<file path="src/rtl/fib_burst_sequencer.sv">
// fib_burst_sequencer
// Replays a burst of words from an external pattern buffer onto registered
// data/clock/sync pins. Each word takes two cycles (clock low, clock high).
// A run is a number of bursts with optional idle gaps, started by a rising
// trigger edge and ended by the burst count, an abort, or reset.
// Output registers follow the FSM state one cycle later, so the first word
// appears one edge after the trigger edge is taken.
module fib_burst_sequencer #(
   parameter int DATA_W = 8,
   parameter int ADDR_W = 7,
   parameter int LEN_W  = 10,
   parameter int REP_W  = 8,
   parameter int GAP_W  = 16
) (
   input  logic              clk_in,
   input  logic              rst,
   input  logic              trig,
   input  logic              abort,
   input  logic              clr_mode,
   input  logic              clr_2_one,
   input  logic [LEN_W-1:0]  seq_length,
   input  logic [REP_W-1:0]  rep_count,
   input  logic [GAP_W-1:0]  gap_len,
   output logic [ADDR_W-1:0] rd_addr,
   input  logic [DATA_W-1:0] rd_data,
   output logic [DATA_W-1:0] dout,
   output logic              dclk,
   output logic              syn,
   output logic              busy,
   output logic              done
);

   typedef enum logic [1:0] {IDLE, SHIFT_LO, SHIFT_HI, GAP} state_t;

   // Longest burst the buffer can hold; larger requests are clamped to it.
   localparam logic [LEN_W-1:0] MAX_LEN = LEN_W'(2 ** ADDR_W);

   state_t              state_reg, state_next;
   logic                trig_prev_reg;
   logic [LEN_W-1:0]    len_reg;
   logic [REP_W-1:0]    rep_reg;
   logic [GAP_W-1:0]    gap_reg;
   logic [ADDR_W-1:0]   idx_reg;
   logic [REP_W:0]      cnt_reg;
   logic [GAP_W-1:0]    gap_cnt_reg;
   logic [DATA_W-1:0]   last_word_reg;
   logic                fin_reg;

   logic [DATA_W-1:0]   dout_reg, dout_next;
   logic                dclk_reg, dclk_next;
   logic                syn_reg, syn_next;
   logic                busy_reg, busy_next;
   logic                done_reg, done_next;

   logic                trig_rise;
   logic                start;
   logic                word_last;
   logic [REP_W:0]      cnt_inc;
   logic                run_end;
   logic [DATA_W-1:0]   idle_val;
   logic [LEN_W-1:0]    len_clamped;

   // Shared decode: trigger edge, last word of burst, end of run, idle level.
   always_comb begin
      trig_rise   = trig & ~trig_prev_reg;
      start       = (state_reg == IDLE) && trig_rise && (seq_length != '0) && !abort;
      word_last   = ({{(LEN_W-ADDR_W){1'b0}}, idx_reg} == (len_reg - LEN_W'(1)));
      cnt_inc     = cnt_reg + (REP_W+1)'(1);
      run_end     = (rep_reg != '0) && (cnt_inc == {1'b0, rep_reg});
      idle_val    = clr_2_one ? {DATA_W{1'b1}} : (clr_mode ? {DATA_W{1'b0}} : last_word_reg);
      len_clamped = (seq_length > MAX_LEN) ? MAX_LEN : seq_length;
   end

   assign rd_addr = idx_reg;

   // FSM state register.
   always_ff @(posedge clk_in or posedge rst) begin
      if (rst) begin
         state_reg <= IDLE;
      end else begin
         state_reg <= state_next;
      end
   end

   // FSM next-state logic; abort overrides every transition.
   always_comb begin
      state_next = state_reg;
      case (state_reg)
         IDLE: begin
            if (start) begin
               state_next = SHIFT_LO;
            end
         end
         SHIFT_LO: begin
            state_next = SHIFT_HI;
         end
         SHIFT_HI: begin
            if (!word_last) begin
               state_next = SHIFT_LO;
            end else if (run_end) begin
               state_next = IDLE;
            end else if (gap_reg == '0) begin
               state_next = SHIFT_LO;
            end else begin
               state_next = GAP;
            end
         end
         GAP: begin
            if (gap_cnt_reg == GAP_W'(1)) begin
               state_next = SHIFT_LO;
            end
         end
         default: begin
            state_next = IDLE;
         end
      endcase
      if (abort) begin
         state_next = IDLE;
      end
   end

   // FSM output logic: pin values for the current state, registered below.
   always_comb begin
      dout_next = idle_val;
      dclk_next = 1'b0;
      syn_next  = 1'b0;
      busy_next = 1'b0;
      done_next = 1'b0;
      case (state_reg)
         IDLE: begin
            done_next = fin_reg;
         end
         SHIFT_LO: begin
            dout_next = rd_data;
            syn_next  = (idx_reg == '0);
            busy_next = 1'b1;
         end
         SHIFT_HI: begin
            dout_next = dout_reg;
            dclk_next = 1'b1;
            syn_next  = syn_reg;
            busy_next = 1'b1;
         end
         GAP: begin
            busy_next = 1'b1;
         end
         default: begin
            busy_next = 1'b0;
         end
      endcase
   end

   // Output pin registers.
   always_ff @(posedge clk_in or posedge rst) begin
      if (rst) begin
         dout_reg <= '0;
         dclk_reg <= 1'b0;
         syn_reg  <= 1'b0;
         busy_reg <= 1'b0;
         done_reg <= 1'b0;
      end else begin
         dout_reg <= dout_next;
         dclk_reg <= dclk_next;
         syn_reg  <= syn_next;
         busy_reg <= busy_next;
         done_reg <= done_next;
      end
   end

   assign dout = dout_reg;
   assign dclk = dclk_reg;
   assign syn  = syn_reg;
   assign busy = busy_reg;
   assign done = done_reg;

   // Run parameters, word index, burst and gap counters, trigger history.
   // trig history resets high so a trigger held through reset is not an edge.
   always_ff @(posedge clk_in or posedge rst) begin
      if (rst) begin
         trig_prev_reg <= 1'b1;
         len_reg       <= '0;
         rep_reg       <= '0;
         gap_reg       <= '0;
         idx_reg       <= '0;
         cnt_reg       <= '0;
         gap_cnt_reg   <= '0;
         last_word_reg <= '0;
         fin_reg       <= 1'b0;
      end else begin
         trig_prev_reg <= trig;
         fin_reg       <= (state_reg == SHIFT_HI) && word_last && run_end && !abort;
         if (state_reg == SHIFT_LO) begin
            last_word_reg <= rd_data;
         end
         if (abort) begin
            idx_reg <= '0;
         end else begin
            case (state_reg)
               IDLE: begin
                  if (start) begin
                     len_reg <= len_clamped;
                     rep_reg <= rep_count;
                     gap_reg <= gap_len;
                     idx_reg <= '0;
                     cnt_reg <= '0;
                  end
               end
               SHIFT_HI: begin
                  if (word_last) begin
                     idx_reg     <= '0;
                     cnt_reg     <= cnt_inc;
                     gap_cnt_reg <= gap_reg;
                  end else begin
                     idx_reg <= idx_reg + ADDR_W'(1);
                  end
               end
               GAP: begin
                  gap_cnt_reg <= gap_cnt_reg - GAP_W'(1);
               end
               default: begin
               end
            endcase
         end
      end
   end

endmodule

</file>
<file path="config.mk">
export PLATFORM = sky130hd
export DESIGN_NAME = fib_burst_sequencer
export DESIGN_NICKNAME = d
export VERILOG_FILES = /design/src/rtl/fib_burst_sequencer.sv
export SDC_FILE = /design/constraint.sdc
export NUM_CORES = 1
export LEC_CHECK = 0
export CAP_MARGIN = 20
export CORE_AREA = 2 2 112 157
export DETAILED_ROUTE_END_ITERATION = 12
export DIE_AREA = 0 0 114 159
export PLACE_DENSITY_LB_ADDON = 0.12
export SYNTH_ARGS = -nofsm -noshare
export SYNTH_HDL_FRONTEND = slang
export SYNTH_SLANG_ARGS = --single-unit
export TNS_END_PERCENT = 1
</file>
<file path="constraint.sdc">
create_clock -name clk_in -period 5.9 [get_ports clk_in]
set_input_delay 1.18 -clock clk_in [delete_from_list [all_inputs] [get_ports clk_in]]
set_output_delay 1.18 -clock clk_in [all_outputs]
set_load 0.02 [all_outputs]
</file>
==> metrics list <==
* Share of the synthesized area in the top cell type: 45.1%
* Type of element capturing the critical path: register
* Filler cell count in the final layout: between 1500 and 2000
- Adder-cell share of the synthesized area: 2.79%
- The first global-routing pass estimated between 20000 and 25000 µm of wire.
- The worst hold path terminates at done.
- Post-layout nets: 673
* Post-detailed-route DRC marker count: 0
- Library cells used by synthesis: 63
- For this run, the top clock speed supported by timing is about 300 MHz.
- Total routing usage reported by global routing: 14.8%
- Total placed instance area: about 0.0058 mm²
* I/O pin count: 67
- Via/cell ratio: between 5 and 6
- TritonCTS built the clock tree.
* Max-capacitance violation count: 0
- At the later pin of the worst-skew pair, clock insertion delay measures roughly 0.35 ns.
- The via count of the first global-routing pass is roughly 4300.
- Clock tree synthesis inserted a total of 9 buffers.
- Xor-xnor portion of the synthesized cell area: 3.02%
- The flow ran to the end, and the final reports show no timing, DRC or antenna violations.
- Required time of the worst setup path: approximately 6 ns
- The floorplan step defined a die boundary enclosing ~0.018 mm².
* Post-Synth Simple-Gate Area: approximately 23%
- Synth area leaders: sky130_fd_sc_hd__dfrtp_1 (45%), sky130_fd_sc_hd__nand2_1 (8.5%), sky130_fd_sc_hd__a21oi_1 (5.3%)
* Row count: 56
- In this run the critical register-to-register path is captured at gap_cnt_reg[1].
* Initial antenna violation count: 0
- Yosys instantiated no cell more often than sky130_fd_sc_hd__nand2_1.
- The floorplan step set the die height to between 150 and 200 µm.
- For this run, the leading register cell type out of synthesis is sky130_fd_sc_hd__dfrtp_1.
* Core Region: between 0.015 and 0.02 mm²
- Minimum clock period: 3.33 ns
- Measured in cells, the most critical reg-to-reg path has a length of 10.
* Hold Startpoint: fin_reg
* Aggregate global routing overflow: 0
- Yosys mapped a number of flops with a built-in enable equal to 0.
- In this run the power density over the cells is roughly 290 mW/mm².
- Routability congestion estimate: slightly below 0.8
- The count of pins over their slew limit was 0.
* Initial drt markers: around 230
* Synthesized instance count: 559
- Compound-gate portion of the synthesized area: a little under a fifth
- WHS Path Cells: 1
* Bufs on Longest Clock Path: 2
- Across the VDD grid, the largest voltage drop is between 0.00009 and 0.0001 V.
- Vias: 4235
- Number of failing setup endpoints in the final timing report: 0
- Post-CTS Setup Bufs: 0
* Setup TNS: 0 ns
- Dividing the synthesized area by the synthesized cell count gives 8.83 µm².
- Clock-pin slew was measured on the worst setup and hold paths at 0.06 ns.
- Top fanout value on the critical path: 32
* Clock tree skew after final layout: 0.00674 ns
- Leakage Power: 2.57 nW
- The routed design has approximately 13000 µm of wire.
- Worst-margin pin slew: about 1.0 ns
- The worst setup path is launched from an input pin.
* Hold-fix buffer count after cts: 0
- Part of the cycle the worst path needs: between 50 and 60%
* Antenna fix cells: 0
- Final instance area: 0.00609 mm²
- CTS built an H-tree with a depth of 3.
- By area, the combinational part of the netlist is dominated by simple AND/OR/NAND/NOR gates.
- In the final routed layout, each cell accounts on average for about 16 µm.
- When the netlist entered floorplanning its net count stood at between 600 and 700.
- The synthesized netlist occupies a cell area of roughly 0.0049 mm².
- Detailed placement ended at an HPWL of 9330 µm.
- Post-cts resize count: 0
- Cell at the root of the clock tree: sky130_fd_sc_hd__clkbuf_16
- The number of hold-slack violations in the final timing report was 0.
- The die is between 100 and 150 µm wide.
- Number of nets still failing antenna checks after routing: 0
- Worst setup slack for register-to-register paths: 3.19 ns
- Measured against the total synthesized area, the mux share comes to 2.43%.
- The initial utilization of the core area, before any placement, comes to about 30%.
- Sequential element share of the synthesized area: approximately 46%
- The commonest cells after synthesis are sky130_fd_sc_hd__nand2_1 (112), sky130_fd_sc_hd__dfrtp_1 (89), sky130_fd_sc_hd__a21oi_1 (52), sky130_fd_sc_hd__o21ai_0 (33), sky130_fd_sc_hd__nor2_1 (29).
* Classification of the worst setup path: in2reg
- Yosys warns: 0
- Share of async-settable or async-resettable flops after synthesis: 100%
- Clock tree synthesis found a total of 90 sinks.
- Startpoint of the lowest-slack register-to-register path: len_reg[0]
- At the worst endpoint, the arrival time is ~3.6 ns.
- HP Class: reg2reg
- The post-route netlist has roughly 6.8% of its cells at a drive strength greater than 1.
- Entering global routing, the biggest net connects 60 pins.
* Input/output buffers: 66
* Synth-to-Final Area Change: 23.4%
- Synthesis inferred 90 register bits.
- Rel. slew slack: 31.4%
- The sequential cells in the finished layout cover a total of roughly 0.0023 mm².
* Detailed-router iteration count before antenna repair: 4
- Footprint of the multi-input gates: 0.00247 mm²
- Setup repair after global routing left no endpoint under its margin.
- Of all cell types, the one taking the most synthesized area is sky130_fd_sc_hd__dfrtp_1.
[per-layer routing]
layer  vias to the layer above  track usage (%)  part of all wire (%)
li1                       2085                -                     -
met4                         0             5.21                   1.8
met3                        16             3.24                   3.8
met2                        83             27.3                    55
met1                      2051             16.3                    40
met5                         -                0                     0
[cell usage in the layout (no fill, tap or decap), types with 4 or more instances in the layout]
cell type / count
sky130_fd_sc_hd__a21oi_1: 52
sky130_fd_sc_hd__a22o_1: 8
sky130_fd_sc_hd__a31oi_1: 9
sky130_fd_sc_hd__and2_1: 5
sky130_fd_sc_hd__and3_1: 10
sky130_fd_sc_hd__buf_4: 4
sky130_fd_sc_hd__clkbuf_16: 9
sky130_fd_sc_hd__clkdlybuf4s50_1: 66
sky130_fd_sc_hd__clkinv_2: 4
sky130_fd_sc_hd__dfrtp_1: 89
sky130_fd_sc_hd__ha_1: 11
sky130_fd_sc_hd__inv_1: 20
sky130_fd_sc_hd__mux2_2: 8
sky130_fd_sc_hd__nand2_1: 112
sky130_fd_sc_hd__nand3_1: 10
sky130_fd_sc_hd__nor2_1: 29
sky130_fd_sc_hd__nor2b_1: 5
sky130_fd_sc_hd__nor3_1: 16
sky130_fd_sc_hd__nor4_1: 13
sky130_fd_sc_hd__o211ai_1: 4
sky130_fd_sc_hd__o21ai_0: 33
sky130_fd_sc_hd__o21ai_1: 10
sky130_fd_sc_hd__o22ai_1: 5
sky130_fd_sc_hd__or3_1: 4
sky130_fd_sc_hd__xnor2_1: 10
sky130_fd_sc_hd__xor2_1: 7
[through the flow]
step / power (W) / hold WS (ns) / cells / utilization, % / worst slack [ns]
final: 0.00176 / 0.478 / 821 / 36.5 / 2.57
after global routing: 0.00186 / 0.508 / 821 / 36.5 / 2.35
after CTS: 0.00178 / 0.482 / 820 / 36.4 / 2.56
after detailed placement: 0.00119 / 0.467 / 805 / 34.6 / 2.20
after global placement: 0.00118 / 0.455 / 804 / 34.5 / 2.20
after floorplan: 0.00104 / 0.434 / 559 / - / 2.39
[critical path, cell delays in order]
cell and delay, ns:
sky130_fd_sc_hd__clkdlybuf4s50_1 0.53, sky130_fd_sc_hd__nor3_1 0.08, sky130_fd_sc_hd__a311o_1 0.44, sky130_fd_sc_hd__or3b_1 0.39, sky130_fd_sc_hd__buf_4 0.25, sky130_fd_sc_hd__a2111oi_4 0.53, sky130_fd_sc_hd__a22o_1 0.20
[final cells by class]
cell class | instances | area share, %
inverter | 22 | 1.38
clock inverter | 5 | 0.883
sequential | 90 | 37.0
tap | 203 | 4.17
timing repair buffer | 72 | 12.0
multi-input combinational | 419 | 40.6
clock buffer | 10 | 3.92
[where the power goes]
group	internal (W)	switching, W
clock	0.000337	0.000246
combinational	0.000179	0.000197
sequential	0.000715	0.0000829
[kinds of logic after synthesis]
group / Yosys count
adders and majority gates: 11
buffers and inverters: 50
muxes: 11
AOI/OAI and AO/OA: 150
DFF: 90
and+or+nand+nor: 230
xor gates and xnor gates: 17
[worst max path at each step]
stage / endpoint / slack (ns) / from
floorplan: busy / 2.39 / rst
global placement: len_reg[6] / 2.20 / seq_length[9]
detailed placement: len_reg[6] / 2.20 / seq_length[8]
CTS: len_reg[6] / 2.56 / seq_length[8]
global route: len_reg[1] / 2.35 / seq_length[8]
finish: len_reg[6] / 2.57 / seq_length[8]
(Power assumes the default switching activity.)
